### src/rtl/fifo_byte_packer_if.sv
// FIFO read port plus packed-word valid/ready output of the byte packer.
// master = packer side, slave = FIFO/consumer side.
interface fifo_byte_packer_if #(
    parameter int DATA_WIDTH = 8,
    parameter int PACK       = 4,
    parameter int CNT_W      = $clog2(PACK + 1)
);
    logic                       fifo_empty;
    logic                       fifo_r_en;
    logic [DATA_WIDTH-1:0]      fifo_data;
    logic                       flush;
    logic [DATA_WIDTH*PACK-1:0] out_data;
    logic [CNT_W-1:0]           out_count;
    logic                       out_valid;
    logic                       out_ready;

    modport master (
        input  fifo_empty, fifo_data, flush, out_ready,
        output fifo_r_en, out_data, out_count, out_valid
    );

    modport slave (
        output fifo_empty, fifo_data, flush, out_ready,
        input  fifo_r_en, out_data, out_count, out_valid
    );
endinterface

### src/rtl/fifo_byte_packer.sv
// Packs PACK FIFO bytes (first byte in lane 0) into one word; full word 2 cycles after last pop.
// Backpressure: a presented word holds until out_ready; no FIFO reads while a word or flush is pending.
module fifo_byte_packer #(
    parameter int DATA_WIDTH = 8,
    parameter int PACK       = 4,
    parameter int CNT_W      = $clog2(PACK + 1)
) (
    input  logic            clk,
    input  logic            rst,
    fifo_byte_packer_if.master bus
);
    localparam int W = DATA_WIDTH * PACK;
    localparam logic [CNT_W:0]   PACK_W = (CNT_W + 1)'(PACK);
    localparam logic [CNT_W-1:0] PACK_C = CNT_W'(PACK);

    logic [CNT_W-1:0] cnt_q, cnt_d;
    logic [CNT_W-1:0] out_count_q, out_count_d;
    logic             pending_q, pending_d;
    logic             flush_req_q, flush_req_d;
    logic             out_valid_q, out_valid_d;
    logic [W-1:0]     data_q, data_d;

    logic [CNT_W:0]   inflight;
    logic             rd_en;
    logic             full_capture;

    // Bytes already read or in flight; one extra bit so cnt+pending never wraps.
    assign inflight     = {1'b0, cnt_q} + {{CNT_W{1'b0}}, pending_q};
    assign rd_en        = !rst && !bus.fifo_empty && !out_valid_q && !flush_req_q
                          && (inflight < PACK_W);
    assign full_capture = pending_q && (inflight == PACK_W);

    always_comb begin
        cnt_d       = cnt_q;
        out_count_d = out_count_q;
        pending_d   = rd_en;
        flush_req_d = flush_req_q;
        out_valid_d = out_valid_q;
        data_d      = data_q;

        if (out_valid_q) begin
            if (bus.out_ready) begin
                out_valid_d = 1'b0;
                cnt_d       = '0;
                out_count_d = '0;
                data_d      = '0;
            end
        end else begin
            if (pending_q) begin
                for (int i = 0; i < PACK; i++) begin
                    if (cnt_q == CNT_W'(i)) begin
                        data_d[i*DATA_WIDTH +: DATA_WIDTH] = bus.fifo_data;
                    end
                end
                cnt_d = cnt_q + 1'b1;
            end

            // A completing full word takes priority over any flush request.
            if (full_capture) begin
                out_valid_d = 1'b1;
                out_count_d = PACK_C;
                flush_req_d = 1'b0;
            end else if (flush_req_q && !pending_q) begin
                out_valid_d = 1'b1;
                out_count_d = cnt_q;
                flush_req_d = 1'b0;
            end else if (bus.flush && (inflight != '0)) begin
                flush_req_d = 1'b1;
            end
        end
    end

    always_ff @(posedge clk) begin
        if (rst) begin
            cnt_q       <= '0;
            out_count_q <= '0;
            pending_q   <= 1'b0;
            flush_req_q <= 1'b0;
            out_valid_q <= 1'b0;
            data_q      <= '0;
        end else begin
            cnt_q       <= cnt_d;
            out_count_q <= out_count_d;
            pending_q   <= pending_d;
            flush_req_q <= flush_req_d;
            out_valid_q <= out_valid_d;
            data_q      <= data_d;
        end
    end

    assign bus.fifo_r_en = rd_en;
    assign bus.out_valid = out_valid_q;
    assign bus.out_count = out_count_q;
    assign bus.out_data  = data_q;
endmodule

### src/flat_wrapper.sv
// flat-port wrapper written by rule: the top's interface ports become plain ports
module fifo_byte_packer_flat 
#(
    parameter int DATA_WIDTH = 8,
    parameter int PACK       = 4,
    parameter int CNT_W      = $clog2(PACK + 1)
)
  (clk, rst, bus_fifo_empty, bus_fifo_data, bus_flush, bus_out_ready, bus_fifo_r_en, bus_out_data, bus_out_count, bus_out_valid);
  fifo_byte_packer_if #(.DATA_WIDTH(DATA_WIDTH), .PACK(PACK), .CNT_W(CNT_W)) bus_i ();
  input  logic clk;
  input  logic rst;
  input wire logic [$bits(bus_i.fifo_empty)-1:0] bus_fifo_empty;
  input wire logic [$bits(bus_i.fifo_data)-1:0] bus_fifo_data;
  input wire logic [$bits(bus_i.flush)-1:0] bus_flush;
  input wire logic [$bits(bus_i.out_ready)-1:0] bus_out_ready;
  output wire logic [$bits(bus_i.fifo_r_en)-1:0] bus_fifo_r_en;
  output wire logic [$bits(bus_i.out_data)-1:0] bus_out_data;
  output wire logic [$bits(bus_i.out_count)-1:0] bus_out_count;
  output wire logic [$bits(bus_i.out_valid)-1:0] bus_out_valid;
  assign bus_i.fifo_empty = bus_fifo_empty;
  assign bus_i.fifo_data = bus_fifo_data;
  assign bus_i.flush = bus_flush;
  assign bus_i.out_ready = bus_out_ready;
  assign bus_fifo_r_en = bus_i.fifo_r_en;
  assign bus_out_data = bus_i.out_data;
  assign bus_out_count = bus_i.out_count;
  assign bus_out_valid = bus_i.out_valid;
  fifo_byte_packer #(.DATA_WIDTH(DATA_WIDTH), .PACK(PACK), .CNT_W(CNT_W)) u_core (.clk(clk), .rst(rst), .bus(bus_i));
endmodule
### config.mk
export PLATFORM = sky130hd
export DESIGN_NAME = fifo_byte_packer_flat
export DESIGN_NICKNAME = d
export VERILOG_FILES = /design/src/rtl/fifo_byte_packer_if.sv /design/src/rtl/fifo_byte_packer.sv /design/src/flat_wrapper.sv
export SDC_FILE = /design/constraint.sdc
export NUM_CORES = 1
export LEC_CHECK = 0
export ABC_CLOCK_PERIOD_IN_PS = 4800
export CAP_MARGIN = 10
export CELL_PAD_IN_SITES_DETAIL_PLACEMENT = 0
export CELL_PAD_IN_SITES_GLOBAL_PLACEMENT = 1
export CORE_MARGIN = 1.5
export CORE_UTILIZATION = 31
export CTS_CLUSTER_DIAMETER = 200
export CTS_CLUSTER_SIZE = 14
export DETAILED_ROUTE_END_ITERATION = 8
export PLACE_DENSITY_LB_ADDON = 0.1
export REMOVE_ABC_BUFFERS = 1
export SLEW_MARGIN = 0
export SYNTH_ARGS = -nofsm -noshare
export SYNTH_HDL_FRONTEND = slang
export SYNTH_SLANG_ARGS = --single-unit
### constraint.sdc
create_clock -name clk -period 4.8 [get_ports clk]
set_clock_uncertainty 0.1 [all_clocks]
set_input_delay 1.44 -clock clk [delete_from_list [all_inputs] [get_ports clk]]
set_output_delay 1.44 -clock clk [all_outputs]
set_load 0.05 [all_outputs]
## Word-level counts from Yosys, hierarchy flattened

Cells that the tools add are included.

- Flip-flop bits (word level): 41
- Logic and storage cells: 66
- Bits of input ports: 13
- Output and inout port bits: 37

- Equal/unequal tests: 5
- Add/subtract/negate cells: 2
- Bitwise gates (word level): 1
- Muxes and demuxes: 20
- Reductions and logical operators: 28
- Order comparisons: 1

Operators by type and width:

| cell | count |
|---|---|
| 2-to-1 mux 32 bit | 3 |
| 2-to-1 mux 8 bit | 4 |
| 2-to-1 mux 3 bit | 6 |
| AND reduction 3 bit | 4 |
| nonzero test 2 bit | 5 |
| logical AND 1 bit | 7 |
| 2-to-1 mux 1 bit | 7 |
| equality test 3 x 2 -> 1 bit (second input constant) | 2 |
| AND reduction 2 bit | 3 |
| nonzero test 3 bit | 2 |
| logical NOT 1 bit | 5 |
| adder 3 x 1 -> 4 bit | 1 |
| equality test 4 x 3 -> 1 bit (second input constant) | 1 |
| less-than comparator 4 x 3 -> 1 bit (second input constant) | 1 |
| nonzero test 4 bit | 1 |
| adder 3 x 1 -> 3 bit (second input constant) | 1 |
| equality test 3 x 1 -> 1 bit (second input constant) | 1 |
| logical NOT 3 bit | 1 |
| inequality test 2 bit (second input constant) | 1 |
| inverter 1 bit | 1 |

## Longest topological paths before layout

- Depth after elaboration: 6
- Gate-level depth with buffers: 6
- Mapped depth without buffers: 6

## Least setup slack after synthesis

Ideal clock, no wire load.

- Path type: input-to-output
- Start point: in bus_fifo_empty
- End point: out bus_fifo_r_en
- Cell stages on the path: 2
- Path buffers: 0
- Setup slack: 0.669 ns
- Data required time: 3.260 ns
- Arrival time: 2.591 ns
- Path through: or4_1 -> nor2_1

- Longest elaborated chain between the ends: 5

RTL lines:

| element | RTL line | RTL |
|---|---|---|
| start: declaration | flat_wrapper.sv:12 | `input wire logic [$bits(bus_i.fifo_empty)-1:0] bus_fifo_empty;` |
| logical NOT 1 bit | fifo_byte_packer.sv:29 | `assign rd_en = !rst && !bus.fifo_empty && !out_valid_q && !flush_req_q` |
| logical AND 1 bit (3 in series) | fifo_byte_packer.sv:29 |  |
| logical AND 1 bit | fifo_byte_packer.sv:30 | `&& (inflight < PACK_W);` |
| end: declaration | flat_wrapper.sv:16 | `output wire logic [$bits(bus_i.fifo_r_en)-1:0] bus_fifo_r_en;` |

Every way passes these cells.

## Final worst setup path

- Start point: in rst
- End point: out bus_fifo_r_en

- Longest elaborated chain between the ends: 5

RTL lines:

| element | RTL line | RTL |
|---|---|---|
| start: declaration | flat_wrapper.sv:11 | `input logic rst;` |
| logical NOT 1 bit | fifo_byte_packer.sv:29 |  |
| logical AND 1 bit (3 in series) | fifo_byte_packer.sv:29 |  |
| logical AND 1 bit | fifo_byte_packer.sv:30 |  |

Every way passes these cells.

==> flow_summary.json <==
{
  "status": "completed",
  "synthFlopType": "dfxtp_1",
  "synthTopCellsByArea": "dfxtp_1, nand3_1, a21oi_1",
  "grt.total_usage": 0.165,
  "synth_common_cells": "dfxtp_1, nand3_1, a21oi_1",
  "cap_violations": 0,
  "clk_latency_ns": 0.29,
  "cts_tree": "built",
  "start_util": 0.327,
  "maxSlewHeadroom": 0.257,
  "p_leak_nw": 0.794,
  "synth-async-reset-ratio": 0,
  "area_delta_synth_final_pct": 38.0,
  "cpMaxStageDelayCell": "clkdlybuf4s50_1",
  "gp_congestion": 0.763,
  "critical_path.max_stage_delay_ns": 0.45,
  "cts_resized": 0,
  "path_buf_inv": 2,
  "worst_pin_slew_ns": 1.11,
  "p_total_mw": 0.741,
  "cts.clk_slew.worst_paths_ns": 0.08,
  "numPortBuffers": 49,
  "fin_crit_sh": 0.879,
  "rsz0062_at_grt": "no",
  "vias_per_cell": 4.92,
  "clock-root-buffer": "clkbuf_8",
  "worstPathArrival_ns": 2.68,
  "ys_seq_elements": 41,
  "wl_per_cell_um": 14.3,
  "rows": 26,
  "syn_inst": 204,
  "layout-drive-gt1-share": 0.0600,
  "postCtsSetupBuffers": 0,
  "h-tree-depth": 2,
  "syn_area_per_cell_um2": 8.34,
  "cpLargestDelayFamily": "simple AND/OR/NAND/NOR gates",
  "clockBufferDepth": 2,
  "drcViolationCount": 0,
  "yosys.area.top_type": "dfxtp_1",
  "hpwl_um": 3090,
  "chipWidth_um": 77.1,
  "grt_max_degree": 40,
  "crit_chain": "clkdlybuf4s50_1 -> or4_1 -> nor2_1 -> buf_12",
  "routed_wl_um": 4590,
  "drt_iter0_drc": 120,
  "grt_pass1_vias": 1418,
  "die_area_um2": 5940,
  "critical_path.endpoint_type": "primary output",
  "fmax_mhz": 237,
  "die_h_um": 77.1,
  "synth_cell_type_count": 27,
  "setup_viol": 0,
  "dr.pass1.iters": 6,
  "yosysWarningCount": 0,
  "diodes": 0,
  "start_kind": "input port",
  "ant_nets": 0,
  "nets": 269,
  "hold_class": "reg -> reg",
  "crit_required_ns": 3.26,
  "yosysSeqAreaShare": 0.483,
  "hold_viol": 0,
  "grt_overflow_total": 0,
  "via_count": 1574,
  "synth_edf_count": 0,
  "io_pins": 50,
  "cts_num_sinks": 41,
  "final-max-slew-violation-count": 0,
  "critPathMaxFanout": 2,
  "numCtsBuffers": 5,
  "syn_area_um2": 1700,
  "synth.most_common_cell": "dfxtp_1",
  "period_needed_ns": 4.22,
  "placeableCoreArea_um2": 5200,
  "worstSetupPathType": "in -> out",
  "synth_top_area_frac": 0.483,
  "postCtsHoldBufs": 0,
  "vdd_drop_max_mv": 0.137,
  "grt_pass1_wl_um": 7640,
  "power.density_nw_per_um2": 316,
  "fin_setup_tns_ns": 0,
  "antenna_found_initial": 0,
  "holdWs_ns": 0.367
}
## power breakdown
group | internal [mW] | total, mW | switching [mW]
Sequential | 0.351 | 0.364 | 0.0120
Combinational | 0.0454 | 0.129 | 0.0840
Clock | 0.130 | 0.248 | 0.118
Total | 0.527 | 0.741 | 0.214
## path summary, 6_finish.rpt
kind,slack (ns),start,to,cells past startpoint
worst max-delay path,0.58,rst,bus_fifo_r_en,4
worst min-delay path,0.37,u_core.bus.out_data[15],u_core.bus.out_data[15],2
worst max register to register,2.82,u_core.cnt_q[0],u_core.flush_req_q,5
worst min register to register,0.37,u_core.bus.out_data[15],u_core.bus.out_data[15],2
## layout make-up
type	instances	area (um^2)
sequential	41	821
tap	70	87.6
clock inverter	1	5.00
fill	543	2860
timing repair buffer	50	508
inverter	4	15.0
clock buffer	7	96.3
multi-input combinational	147	815
## per-layer routing
metal	GRT usage	wire [um]	vias up
met5	0	0	-
met4	0.0491	37	0
met3	0.0429	223	5
met2	0.252	2060	41
met1	0.229	2270	728
li1	-	-	800
## layout by cell type (no fill, tap or decap), drive strengths merged, types with 2 or more instances in the layout
cell type,count
a21boi,2
a21oi,36
a31oi,2
a32o,2
and2,3
buf,2
clkbuf,7
clkdlybuf4s50,48
dfxtp,41
ha,7
inv,4
nand2,31
nand3,40
nor2,10
nor2b,2
## logic make-up (layout without fill, tap and decap cells)
family | Yosys count | after routing | share of synthesized area
AOI/OAI and AO/OA | 46 | 46 | 0.157
DFF | 41 | 41 | 0.483
adders and majority gates | 7 | 7 | 0.0515
and+or+nand+nor | 92 | 92 | 0.258
muxes | 2 | 2 | 0.0125
buffers and inverters | 16 | 62 | 0.0383
## stage by stage
| step | utilization | instance area, um^2 | cells | setup WS [ns] |
|---|---|---|---|---|
| after floorplan | - | 1650 | 192 | 0.669 |
| after global placement | 0.431 | 2250 | 312 | 0.561 |
| after detailed placement | 0.431 | 2250 | 312 | 0.546 |
| after CTS | 0.451 | 2350 | 320 | 0.546 |
| after global routing | 0.451 | 2350 | 320 | 0.496 |
| final | 0.451 | 2350 | 320 | 0.583 |
## worst min-delay path, delay by kind of cell, from the launching register on
kind	cells	cell delay [ns]
DFF	1	0.31
AOI/OAI and AO/OA	1	0.06
and+or+nand+nor	1	0.06
## state kept, by name (all words and copies together) (netlist names)
| name | count |
|---|---|
| u_core.pending_q | 1 |
| u_core.bus.out_data | 32 |
| u_core.cnt_q | 3 |
| u_core.flush_req_q | 1 |
| u_core.bus.out_count | 3 |
| u_core.bus.out_valid | 1 |
Power figures use the tool's default switching activity.
